[src/rtl/mux_valid.sv]
// mux_valid: merges two valid-qualified lanes through per-lane FIFOs and a round-robin arbiter.
// Latency 2 edges; no backpressure: a word hitting a full, un-popped FIFO is dropped and sets a sticky overflow.

module mux_valid_fifo #(
  parameter int W     = 4,
  parameter int DEPTH = 2
) (
  input  logic                       clk,
  input  logic                       reset,
  input  logic                       push_vld,
  input  logic [W-1:0]               push_dat,
  input  logic                       pop_vld,
  output logic [W-1:0]               head_dat,
  output logic [$clog2(DEPTH+1)-1:0] count,
  output logic                       full
);
  localparam int AW = $clog2(DEPTH);
  localparam int CW = $clog2(DEPTH+1);
  localparam logic [AW-1:0] PTR_ONE  = AW'(1);
  localparam logic [CW-1:0] CNT_ONE  = CW'(1);
  localparam logic [CW-1:0] FULL_CNT = CW'(DEPTH);

  logic [W-1:0]  mem [DEPTH];
  logic [AW-1:0] wr_ptr;
  logic [AW-1:0] rd_ptr;
  logic          accept;
  logic          do_pop;

  assign full     = (count == FULL_CNT);
  assign do_pop   = pop_vld && (count != '0);
  // A full FIFO still takes a word when its head leaves on the same edge.
  assign accept   = push_vld && (!full || do_pop);
  assign head_dat = mem[rd_ptr];

  always_ff @(posedge clk) begin
    if (!reset && accept) begin
      mem[wr_ptr] <= push_dat;
    end
  end

  always_ff @(posedge clk) begin
    if (reset) begin
      wr_ptr <= '0;
      rd_ptr <= '0;
      count  <= '0;
    end else begin
      if (accept) begin
        wr_ptr <= wr_ptr + PTR_ONE;
      end
      if (do_pop) begin
        rd_ptr <= rd_ptr + PTR_ONE;
      end
      if (accept && !do_pop) begin
        count <= count + CNT_ONE;
      end else if (!accept && do_pop) begin
        count <= count - CNT_ONE;
      end
    end
  end
endmodule

module mux_valid #(
  parameter int DATA_WIDTH = 4,
  parameter int DEPTH      = 2
) (
  input  logic                  clk,
  input  logic                  reset,
  input  logic                  valid_in0,
  input  logic [DATA_WIDTH-1:0] data_in0,
  input  logic                  valid_in1,
  input  logic [DATA_WIDTH-1:0] data_in1,
  output logic [DATA_WIDTH-1:0] data_out,
  output logic                  valid_out,
  output logic                  lane_out,
  output logic                  overflow0,
  output logic                  overflow1,
  output logic                  empty
);
  localparam int CW = $clog2(DEPTH+1);

  logic [CW-1:0]         count0;
  logic [CW-1:0]         count1;
  logic [DATA_WIDTH-1:0] head0;
  logic [DATA_WIDTH-1:0] head1;
  logic                  full0;
  logic                  full1;
  logic                  last;
  logic                  pop_vld;
  logic                  pop_lane;
  logic                  pop0;
  logic                  pop1;
  logic [DATA_WIDTH-1:0] pop_dat;

  mux_valid_fifo #(.W(DATA_WIDTH), .DEPTH(DEPTH)) u_fifo0 (
    .clk      (clk),
    .reset    (reset),
    .push_vld (valid_in0),
    .push_dat (data_in0),
    .pop_vld  (pop0),
    .head_dat (head0),
    .count    (count0),
    .full     (full0)
  );

  mux_valid_fifo #(.W(DATA_WIDTH), .DEPTH(DEPTH)) u_fifo1 (
    .clk      (clk),
    .reset    (reset),
    .push_vld (valid_in1),
    .push_dat (data_in1),
    .pop_vld  (pop1),
    .head_dat (head1),
    .count    (count1),
    .full     (full1)
  );

  // Round-robin: on a tie the lane that did not win last time is served.
  always_comb begin
    pop_vld  = 1'b0;
    pop_lane = 1'b0;
    if ((count0 != '0) && (count1 != '0)) begin
      pop_vld  = 1'b1;
      pop_lane = ~last;
    end else if (count0 != '0) begin
      pop_vld  = 1'b1;
      pop_lane = 1'b0;
    end else if (count1 != '0) begin
      pop_vld  = 1'b1;
      pop_lane = 1'b1;
    end
  end

  assign pop0    = pop_vld && !pop_lane;
  assign pop1    = pop_vld && pop_lane;
  assign pop_dat = pop_lane ? head1 : head0;
  assign empty   = (count0 == '0) && (count1 == '0);

  always_ff @(posedge clk) begin
    if (reset) begin
      data_out  <= '0;
      valid_out <= 1'b0;
      lane_out  <= 1'b0;
      last      <= 1'b1;
    end else if (pop_vld) begin
      data_out  <= pop_dat;
      valid_out <= 1'b1;
      lane_out  <= pop_lane;
      last      <= pop_lane;
    end else begin
      valid_out <= 1'b0;
    end
  end

  always_ff @(posedge clk) begin
    if (reset) begin
      overflow0 <= 1'b0;
      overflow1 <= 1'b0;
    end else begin
      if (valid_in0 && full0 && !pop0) begin
        overflow0 <= 1'b1;
      end
      if (valid_in1 && full1 && !pop1) begin
        overflow1 <= 1'b1;
      end
    end
  end
endmodule
[config.mk]
export PLATFORM = sky130hd
export DESIGN_NAME = mux_valid
export DESIGN_NICKNAME = d
export VERILOG_FILES = /design/src/rtl/mux_valid.sv
export SDC_FILE = /design/constraint.sdc
export NUM_CORES = 1
export LEC_CHECK = 0
export CORE_MARGIN = 8
export CORE_UTILIZATION = 35
export DETAILED_ROUTE_END_ITERATION = 8
export HOLD_SLACK_MARGIN = 0.15
export PLACE_DENSITY = 0.55
export SKIP_LAST_GASP = 1
export SYNTH_ARGS = -nofsm -noshare
export SYNTH_HDL_FRONTEND = slang
export SYNTH_SLANG_ARGS = --single-unit
[constraint.sdc]
create_clock -name clk -period 1.9 [get_ports clk]
set_input_delay 0.285 -clock clk [delete_from_list [all_inputs] [get_ports clk]]
set_output_delay 0.285 -clock clk [all_outputs]
set_load 0.02 [all_outputs]
==> results of run 1 <==
==> worst reg2reg max path, stage by stage (launching register included) <==
cell	delay (ns)
dfxtp_2	0.37
o21ba_4	0.25
or2_2	0.30
ha_1	0.34
or3_1	0.36
a21oi_1	0.14
==> how the worst max path moves through the flow <==
stage / start / cells past startpoint / slack [ns] / end
final: u_fifo1.count[0] / 5 / 0.07 / u_fifo0.count[1]
after global routing: u_fifo1.count[0] / 5 / 0.01 / u_fifo0.count[1]
after CTS: u_fifo0.count[1] / 6 / 0.01 / u_fifo0.count[1]
after detailed placement: u_fifo1.count[1] / 6 / 0.02 / u_fifo0.count[1]
after global placement: u_fifo1.count[0] / 5 / 0.08 / u_fifo0.count[1]
after floorplan: u_fifo1.count[0] / 6 / 0.12 / u_fifo0.count[1]
==> cell families (layout without fill, tap and decap cells) <==
group | after synthesis | count (layout)
compound gates | 24 | 24
xor+xnor | 4 | 4
fa+ha+maj | 2 | 2
buf+inv | 10 | 46
flops | 35 | 35
mux | 10 | 10
simple gates | 31 | 31
==> routing by layer <==
layer  global-route usage [%]  wire length, um  part of all wire (%)  up-vias
li1                         -                -                     -      497
met1                     10.7             1250                    45      462
met2                     14.7             1340                    48       17
met3                     4.13              143                   5.1        6
met4                     4.36               55                   2.0        0
met5                        0                0                     0        -
==> repair_timing <==
item / in CTS / in global routing
gates cloned: 0 / 0
endpoints found under the setup margin: 2 / 2
pin swaps: 0 / 1
gates resized for setup: 2 / 3
setup buffers: 0 / 2
==> synthesized netlist by cell type <==
library cell  number
nor2_1             8
nor4_1             4
nor2_4             1
nand2b_1           1
o21ai_0            5
mux2_2             4
o21ba_4            1
buf_6              2
edfxtp_1          16
nor3_1             2
o21ai_1            1
xor2_1             4
nand2b_2           1
nor3_2             1
or3_1              4
and2b_1            1
inv_1              4
buf_2              2
nor2b_1            2
buf_1              2
mux2_1             2
mux2i_1            4
nor3b_1            2
or2_2              1
nand2_1            2
dfxtp_1           19
o21a_1             1
ha_1               2
a41oi_1            2
o21ai_2            1
a221o_1            4
o31ai_4            1
nor4_4             1
a21oi_1            8
==> per-stage QoR <==
stage | cells | instance area (um^2) | hold WS [ns] | power [mW]
floorplan | 116 | 1460 | 0.384 | 1.79
global placement | 192 | 1770 | 0.452 | 2.09
detailed placement | 192 | 1770 | 0.460 | 2.12
CTS | 200 | 1880 | 0.470 | 2.76
global route | 202 | 1900 | 0.489 | 2.90
finish | 202 | 1900 | 0.463 | 2.74
==> flip-flops by register name, indices dropped and copies added (netlist names), named ones only <==
register	cells
data_out	4
lane_out	1
last	1
overflow0	1
overflow1	1
u_fifo0.count	2
u_fifo0.mem	8
u_fifo0.rd_ptr	1
u_fifo0.wr_ptr	1
u_fifo1.count	2
u_fifo1.mem	8
u_fifo1.rd_ptr	1
u_fifo1.wr_ptr	1
valid_out	1
==> area by class of cell <==
| cell class | instances | area share, % |
|---|---|---|
| multi-input cells | 71 | 28.7 |
| flip-flops and latches | 35 | 45.6 |
| well taps | 50 | 3.29 |
| repair buffers | 34 | 16.0 |
| clock inverters | 3 | 2.04 |
| clock buffers | 5 | 3.62 |
| inverters | 4 | 0.790 |
==> layout by cell type (no fill, tap or decap), types with 5 or more instances in the layout <==
master,instances
a21oi_1,8
clkdlybuf4s50_1,19
buf_4,14
o21ai_0,5
dfxtp_1,15
nor2_1,8
edfxtp_1,16
clkbuf_8,5
==> report_power, final <==
part | switching (mW) | leakage, nW | total, mW | internal (mW)
Sequential | 0.153 | 0.305 | 1.11 | 0.961
Combinational | 0.482 | 0.343 | 0.988 | 0.506
Clock | 0.253 | 0.0556 | 0.637 | 0.384
==> key figures, run 1 <==
Outcome
  – Run status: finished, final reports clean

Final layout
  – Number of diodes: 0
  – Fillers: 350
  – Final Util: a little under half
  – Seq. cell area: approximately 870 um^2
  – Nets: 165
  – Multi-input gate area: 546 um^2
  – Share of cells above drive strength 1: 24.3%
  – Layout area overhead: 30.1%

Global route
  – Largest net degree at the start of global routing: 12
  – Total track usage: 9.38%
  – Initial antenna violation count: 0
  – Vias in the first global route: ~1000
  – Remaining Overflow, GRT: 0
  – Global-route wire length before repair: 4640 um

Detailed routing
  – DRT iter0 DRCs: 39
  – Vias/cell: 4.86
  – WL final: 2790 um
  – Routed vias: ~980
  – Detailed-route DRC error count: 0
  – DRT antenna net count: 0
  – Drt pass-1 iters: 4
  – Drt wl/cell: about 14 um

Yosys
  – Simple-gate area share of the yosys netlist: 13.4%
  – Synth Warn #: 0
  – Syn Nets: 130
  – Count of different cell masters after synthesis: 34
  – Cell taking the most area after synthesis: edfxtp_1
  – Flops & latches, synth: 35
  – Cells after Synth: ~120
  – Post-Synth XOR/XNOR Area: about 2.4%
  – Sequential area share after synthesis: 58.9%
  – Avg Inst Size Synth: 12.6 um^2
  – Synth Area in Compound Gates: 12.4%
  – Multiplexer share of the synthesized area: under 10%
  – Synth Area in Adders: 1.71%
  – Synth top area share: 32.9%
  – Largest family of logic cells by synthesized area: simple AND/OR/NAND/NOR gates
  – Synthesized cell area: 1460 um^2
  – Largest cells by area after synthesis: edfxtp_1 33%, dfxtp_1 26%, mux2_2 3.1%

Critical path
  – Reg-to-reg slack, setup: 0.07 ns
  – Crit-path leading delay family: simple AND/OR/NAND/NOR gates
  – Crit-path slowest cell: dfxtp_2
  – Critical path arrival: 2.05 ns
  – Buf+Inv Stages, Crit Path: 0
  – Worst R2R End: u_fifo0.count[1]
  – R2r worst-path depth: 5
  – Critical-path cell list: o21ba_4 -> or2_2 -> ha_1 -> or3_1 -> a21oi_1
  – Startpoint Class: flip-flop
  – Worst Path Required: roughly 2.1 ns
  – CP max stage delay: 0.37 ns
  – Critical Path Fanout Max: 6
  – Setup crit end kind: flip-flop
  – RR Startpoint: u_fifo1.count[0]
  – Critical path class: flip-flop to flip-flop

CTS
  – Clk_lat worst skew: 0.28 ns
  – Clk sinks: 35
  – H-Tree Depth: 2
  – Reg clk slew, reported paths: 0.07 ns
  – Clk buf depth: 2
  – Cts hold-fix bufs: 0
  – Root Buffer: clkbuf_8
  – CTS tree: done
  – CTS Buf Count: 5

Power
  – Worst VDD drop: about 0.9 mV
  – Leakage: just over 0.7 nW
  – Power Dens Cells: 1440 nW/um^2

STA
  – Worst-margin pin slew: 0.343 ns
  – Clock Skew: about 0.0053 ns
  – Final TNS setup: 0 ns
  – RSZ-0062 raised after global routing: no
  – Final count of hold timing violations: 0
  – Fin. max-slew vios: 0
  – Fin worst setup slack: 0.0662 ns
  – Fmax: approximately 550 MHz
  – Endpoints failing setup: 0
  – Minimum clock period: about 1.8 ns
  – Final period util: 96.5%
  – Slew headroom: 76.9%

Floorplan
  – Die height: 80.6 um
  – Core area: between 4000 and 5000 um^2
  – Die Wd: between 80 and 90 um
  – Initial Util: 36.5%
  – Die area: 6500 um^2
  – # rows: 23
  – Ports: 21

Place
  – I/O Buffers: 20
  – Global placement routability congestion: 0.777
  – DP Wirelength: roughly 2100 um
  – Place WS: roughly 0.016 ns

Job
  – Max Cap Viol: 0

Worst hold path
  – Hold path endpoint: lane_out
  – Hold Startpoint: lane_out
  – Hold Crit Class: flip-flop to flip-flop
  – WHS Path Cells: 2
No activity file was read; power rests on OpenSTA's default activity.
==> run 2: changes to the inputs <==
--- a/config.mk
+++ b/config.mk
@@ -7,7 +7,7 @@
 export LEC_CHECK = 0
-export CORE_MARGIN = 8
 export CORE_UTILIZATION = 35
 export DETAILED_ROUTE_END_ITERATION = 8
+export DONT_BUFFER_PORTS = 1
 export HOLD_SLACK_MARGIN = 0.15
-export PLACE_DENSITY = 0.55
+export PLACE_DENSITY = 0.49
 export SKIP_LAST_GASP = 1
--- a/constraint.sdc
+++ b/constraint.sdc
@@ -3,2 +3,2 @@
 set_output_delay 0.285 -clock clk [all_outputs]
-set_load 0.02 [all_outputs]
+set_load 0.1 [all_outputs]
==> run 2 against run 1 <==
  * Via count fell by 5.2%
  * Routed wire length fell by 6.2%
  * Critical path type unchanged
  * Largest power group is now combinational cells
  * Largest cell class unchanged
  * Highest routed layer unchanged
  * Hold slack lost 0.26 ns
  * Fmax is 2.6% higher
  * First-iteration DRC count rose by 15%
==> key figures, run 2 (synthesis gave the netlist of run 1 again) <==
Critical path
  – Worst Path Required: 2.11 ns (about the same)
  – Critical Path Fanout Max: 7 (was 6)
  – Critical path class: flip-flop to flip-flop (unchanged)
  – R2r worst-path depth: 6 (was 5)
  – Setup crit end kind: flip-flop (unchanged)
  – CP Capture Point: u_fifo0.count[1] (unchanged)
  – Critical path arrival: 1.99 ns (was 2.05 ns)
  – Reg-to-reg slack, setup: 0.11 ns (was 0.07 ns)
  – Startpoint Class: flip-flop (unchanged)
  – Crit. Startpoint: u_fifo1.count[0] (unchanged)
  – Worst R2R End: u_fifo0.count[1] (unchanged)
  – RR Startpoint: u_fifo1.count[0] (unchanged)

Power
  – Switching share of power: 42.4% (was 32.4%)
  – Leakage: 0.672 nW (was 0.704 nW)
  – Clk pwr share: 18.2% (was 23.2%)
  – Combinational power share: 44.3% (was 36.1%)
  – Power Dens Cells: 1650 nW/um^2 (was 1440 nW/um^2)
  – Total power draw: 3.01 mW (was 2.74 mW)
  – Worst VDD drop: 0.563 mV (was 0.895 mV)
  – Sequential power share: 37.5% (was 40.7%)
  – Total internal power: 1.73 mW (was 1.85 mW)
  – Net Switching: 1.27 mW (was 0.888 mW)

STA
  – RSZ-0062 raised after global routing: no (unchanged)
  – Fmax: 560 MHz (was 545 MHz)
  – Minimum clock period: 1.79 ns (was 1.83 ns)
  – Slew headroom: 59.3% (was 76.9%)
  – Final TNS setup: 0 ns (unchanged)
  – Final period util: 94.0% (was 96.5%)
  – Endpoints failing setup: 0 (unchanged)
  – Final count of hold timing violations: 0 (unchanged)
  – Fin. max-slew vios: 0 (unchanged)
  – Clock Skew: 0.00579 ns (was 0.00528 ns)
  – Worst-margin pin slew: 0.605 ns (was 0.343 ns)

Final layout
  – Most frequent cells in the layout: 17 x buf_4, 16 x edfxtp_1, 14 x dfxtp_1 (was 19 x clkdlybuf4s50_1, 16 x edfxtp_1, 15 x dfxtp_1)
  – Post-route design area: 1820 um^2 (was 1900 um^2)
  – Number of diodes: 0 (unchanged)
  – Largest regs: u_fifo0.mem (8), u_fifo1.mem (8), data_out (4) (unchanged)
  – Share of cells above drive strength 1: 29.2% (was 24.3%)
  – Layout area overhead: 24.5% (was 30.1%)
  – Nets: 157 (was 165)
  – Leading cell type in the layout, fill and taps excluded: buf_4 (was clkdlybuf4s50_1)

CTS
  – Root Buffer: clkbuf_8 (unchanged)
  – Clk sinks: 35 (unchanged)
  – CTS Buf Count: 5 (unchanged)
  – Clk_lat worst skew: 0.28 ns (about the same)
  – CTS tree: done (unchanged)
  – H-Tree Depth: 2 (unchanged)
  – Reg clk slew, reported paths: 0.07 ns (about the same)
  – Clk buf depth: 2 (unchanged)

Global route
  – Vias in the first global route: 929 (was 995)
  – Largest net degree at the start of global routing: 16 (was 12)
  – Global-route wire length before repair: 4240 um (was 4640 um)
  – Initial antenna violation count: 0 (unchanged)
  – Remaining Overflow, GRT: 0 (unchanged)
  – Total track usage: 13.7% (was 9.38%)

Floorplan
  – Ports: 21 (unchanged)
  – Core area: 4000 um^2 (unchanged)
  – Initial Util: 36.5% (unchanged)
  – Die area: 4440 um^2 (was 6500 um^2)
  – Die height: 66.6 um (was 80.6 um)
  – # rows: 23 (unchanged)
  – Die Wd: 66.6 um (was 80.6 um)

Detailed routing
  – Vias/cell: 4.80 (was 4.86)
  – Routed vias: 931 (was 982)
  – Detailed-route DRC error count: 0 (unchanged)
  – Drt wl/cell: 13.5 um (was 13.8 um)
  – DRT iter0 DRCs: 45 (was 39)
  – WL final: 2620 um (was 2790 um)
  – Drt pass-1 iters: 4 (unchanged)
  – DRT antenna net count: 0 (unchanged)

Place
  – I/O Buffers: 0 (was 20)
  – DP Wirelength: 1820 um (was 2130 um)
  – Global placement routability congestion: 0.723 (was 0.777)
  – Placed Area: 1600 um^2 (was 1770 um^2)

Outcome
  – Run status: finished, final reports clean (unchanged)

Job
  – Max Cap Viol: 0 (unchanged)

Worst hold path
  – Hold Crit Class: primary input to flip-flop (was flip-flop to flip-flop)
[run 2: cell types whose count changed in the layout (fill, tap and decap cells not counted), sizes merged]
cell           previous run  this run
clkbuf                    5         6
clkdlybuf4s50            19         0
clkinv                    2         1
dlygate4sd2               1         0
bufinv                    1         0
dlygate4sd3               0         9
buf                      14        17
clkinvlp                  0         1
[run 2: how the worst min path moves through the flow]
stage	cells after the start	slack, ns	startpoint	endpoint
floorplan	0	0.38	data_in0[0]	u_fifo0.mem[0][0]
global placement	1	0.36	reset	u_fifo0.rd_ptr
detailed placement	1	0.36	reset	u_fifo0.rd_ptr
CTS	2	0.20	reset	u_fifo0.wr_ptr
global route	2	0.21	reset	u_fifo0.wr_ptr
finish	2	0.20	reset	u_fifo0.wr_ptr
[run 2: cell type report]
class | instances | area (um^2)
timing repair buffer | 26 | 218
inverter | 4 | 15.0
clock buffer | 6 | 82.6
tap | 50 | 62.6
fill | 387 | 2180
multi-input combinational | 71 | 558
sequential | 35 | 872
clock inverter | 2 | 11.3
[run 2: per-stage QoR]
step,setup slack [ns],cells,util (%),hold slack (ns)
final,0.113,194,45.5,0.200
after CTS,0.0102,193,44.7,0.196
after detailed placement,0.0442,176,40.1,0.361
after floorplan,-0.149,116,-,0.384
after global routing,0.0178,194,45.5,0.210
after global placement,0.0867,176,40.1,0.359
[run 2: metal layers]
layer  up-vias  part of all wire, %  GRT usage, %
met3         4                  4.7          5.48
li1        479                    -             -
met4         0                  1.8          7.18
met1       433                   45          14.9
met5         -                    0             0
met2        15                   49          22.5
[run 2: repair_timing]
| item | in CTS | in global routing |
|---|---|---|
| setup buffers | 0 | 1 |
| gates resized for setup | 0 | 8 |
| hold endpoints to repair | 29 | 0 |
| hold buffers | 9 | 0 |
| endpoints found under the setup margin | 0 | 2 |
[run 2: power groups by stage]
stage / sequential (mW) / clock, mW / combinational, mW
floorplan: 1.43 / 0 / 0.748
global placement: 1.13 / 0 / 1.27
detailed placement: 1.13 / 0 / 1.29
CTS: 1.12 / 0.571 / 1.32
global route: 1.16 / 0.594 / 1.43
finish: 1.13 / 0.546 / 1.33
[run 2: worst max-delay path: stages (launching register included)]
cell,delay [ns]
dfxtp_4,0.38
o21ba_4,0.24
or2_2,0.33
ha_4,0.17
xor2_1,0.14
or3_1,0.31
a21oi_1,0.15
==> run 3: changes to the inputs <==
- GPL_ROUTABILITY_DRIVEN: unset -> 0
- PLACE_DENSITY: 0.49 -> 0.47
- SKIP_CTS_REPAIR_TIMING: unset -> 1
- clock period: 1.9 -> 2 ns (I/O delays scaled with it)
==> run 3 against run 2 <==
  * Combinational power is 9.8% lower
  * First-iteration DRC count is 6.7% lower
  * Sequential power is 4% lower
  * Fmax is 3.1% lower
  * Critical endpoint unchanged
  * Highest routed layer unchanged
==> key figures, run 3 (synthesis gave the netlist of run 1 again) <==
Place
  – DP Wirelength: 1850 um (was 1820 um)
  – I/O Buffers: 0 (unchanged)

Critical path
  – Critical path arrival: 2.05 ns (was 1.99 ns)
  – Critical-path cell list: nand2b_2 -> o31ai_4 -> inv_1 -> ha_1 -> or3_1 -> a21oi_1 (was o21ba_4 -> or2_2 -> ha_4 -> xor2_1 -> or3_1 -> a21oi_1)
  – Buf+Inv Stages, Crit Path: 1 (was 0)
  – Crit-path slowest cell: dfxtp_2 (was dfxtp_4)
  – Worst Path Required: 2.21 ns (was 2.11 ns)
  – Critical path class: flip-flop to flip-flop (unchanged)
  – Critical Path Fanout Max: 8 (was 7)
  – Crit-path leading delay family: simple AND/OR/NAND/NOR gates (unchanged)
  – Startpoint Class: flip-flop (unchanged)
  – CP max stage delay: 0.38 ns (about the same)
  – Setup crit end kind: flip-flop (unchanged)

Global route
  – Largest net degree at the start of global routing: 28 (was 16)
  – GRT Max-Usage Layer: met2 (unchanged)
  – Global-route wire length before repair: 4380 um (was 4240 um)
  – Remaining Overflow, GRT: 0 (unchanged)
  – Met1 usage: 15.9% (was 14.9%)
  – Vias in the first global route: 940 (was 929)
  – Initial antenna violation count: 0 (unchanged)
  – Total track usage: 14.1% (was 13.7%)
  – Grt met3 use: 5.31% (was 5.48%)
  – Met2 global-route usage: 22.6% (was 22.5%)

STA
  – Worst-margin pin slew: 0.494 ns (was 0.605 ns)
  – Fin. max-slew vios: 0 (unchanged)
  – Final count of hold timing violations: 0 (unchanged)
  – RSZ-0062 raised after global routing: no (unchanged)
  – Slew headroom: 66.9% (was 59.3%)
  – Clock Skew: 0.00331 ns (was 0.00579 ns)
  – Final period util: 92.2% (was 94.0%)
  – Minimum clock period: 1.84 ns (was 1.79 ns)
  – Endpoints failing setup: 0 (unchanged)
  – Fmax: 542 MHz (was 560 MHz)

Final layout
  – Share of cells above drive strength 1: 24.8% (was 29.2%)
  – Largest regs: u_fifo0.mem (8), u_fifo1.mem (8), data_out (4) (unchanged)
  – Most frequent cells in the layout: 16 x edfxtp_1, 15 x dfxtp_1, 14 x buf_4 (was 17 x buf_4, 16 x edfxtp_1, 14 x dfxtp_1)
  – Leading cell type in the layout, fill and taps excluded: edfxtp_1 (was buf_4)
  – Number of diodes: 0 (unchanged)
  – Final Util: 44.1% (was 45.5%)
  – Nets: 154 (was 157)
  – Layout area overhead: 20.7% (was 24.5%)

Floorplan
  – Die area: 4440 um^2 (unchanged)
  – Core area: 4000 um^2 (unchanged)
  – Ports: 21 (unchanged)
  – # rows: 23 (unchanged)
  – Die Wd: 66.6 um (unchanged)
  – Initial Util: 36.5% (unchanged)
  – Die height: 66.6 um (unchanged)

Detailed routing
  – DRT antenna net count: 0 (unchanged)
  – Drt pass-1 iters: 4 (unchanged)
  – Drt wl/cell: 14.1 um (was 13.5 um)
  – Routed vias: 941 (was 931)
  – WL final: 2690 um (was 2620 um)
  – DRT iter0 DRCs: 42 (was 45)
  – Detailed-route DRC error count: 0 (unchanged)
  – Vias/cell: 4.93 (was 4.80)

Power
  – Total power draw: 2.76 mW (was 3.01 mW)
  – Worst VDD drop: 0.783 mV (was 0.563 mV)
  – Sequential power share: 39.5% (was 37.5%)
  – Total internal power: 1.56 mW (was 1.73 mW)
  – Clk pwr share: 17.1% (was 18.2%)
  – Power Dens Cells: 1560 nW/um^2 (was 1650 nW/um^2)
  – Net Switching: 1.20 mW (was 1.27 mW)
  – Leakage: 0.652 nW (was 0.672 nW)
  – Combinational power share: 43.4% (was 44.3%)
  – Switching share of power: 43.4% (was 42.4%)

CTS
  – Clk_lat worst skew: 0.28 ns (about the same)
  – H-Tree Depth: 2 (unchanged)
  – Clk buf depth: 2 (unchanged)
  – CTS Buf Count: 5 (unchanged)
  – CTS tree: done (unchanged)
  – Clk sinks: 35 (unchanged)
  – Reg clk slew, reported paths: 0.07 ns (about the same)
  – Root Buffer: clkbuf_8 (unchanged)

Outcome
  – Run status: finished, final reports clean (unchanged)

Job
  – Max Cap Viol: 0 (unchanged)

Worst hold path
  – Hold Crit Class: primary input to flip-flop (unchanged)
-- run 3: final cells by class --
cell class | instances | area [um^2]
Sequential cell | 35 | 866
Fill cell | 367 | 2240
Timing Repair Buffer | 23 | 195
Tap cell | 50 | 62.6
Clock buffer | 6 | 72.6
Multi-Input combinational cell | 71 | 546
Clock inverter | 2 | 7.51
Inverter | 4 | 15.0
-- run 3: path summary, 6_finish.rpt --
check                                       from               end  slack (ns)  cells after the start
worst max-delay path            u_fifo0.count[0]  u_fifo0.count[1]        0.16                      6
worst min register to register          lane_out          lane_out        0.47                      2
worst max register to register  u_fifo0.count[0]  u_fifo0.count[1]        0.16                      6
worst min-delay path                   valid_in0         overflow0        0.22                      2
-- run 3: layer usage --
metal	wire [um]	up-vias
met2	1270	19
met5	0	-
met1	1200	439
met4	53	0
li1	-	476
met3	165	7
-- run 3: power groups by stage --
stage | Sequential (mW) | Clock, mW | Combinational (mW)
floorplan | 1.36 | 0 | 0.710
global placement | 1.09 | 0 | 1.16
detailed placement | 1.10 | 0 | 1.18
CTS | 1.09 | 0.488 | 1.19
global route | 1.11 | 0.518 | 1.30
finish | 1.09 | 0.472 | 1.20
-- run 3: through the flow --
stage	std cells	TNS, ns	cell area [um^2]	setup WS [ns]	hold WS (ns)
2_1_floorplan	116	-0.197	1460	-0.0492	0.399
4_1_cts	182	0	1670	0.0845	0.0723
3_5_place_dp	174	0	1590	0.108	0.376
6_report	191	0	1760	0.156	0.224
5_1_grt	191	0	1760	0.0358	0.232
3_3_place_gp	174	0	1590	0.152	0.375
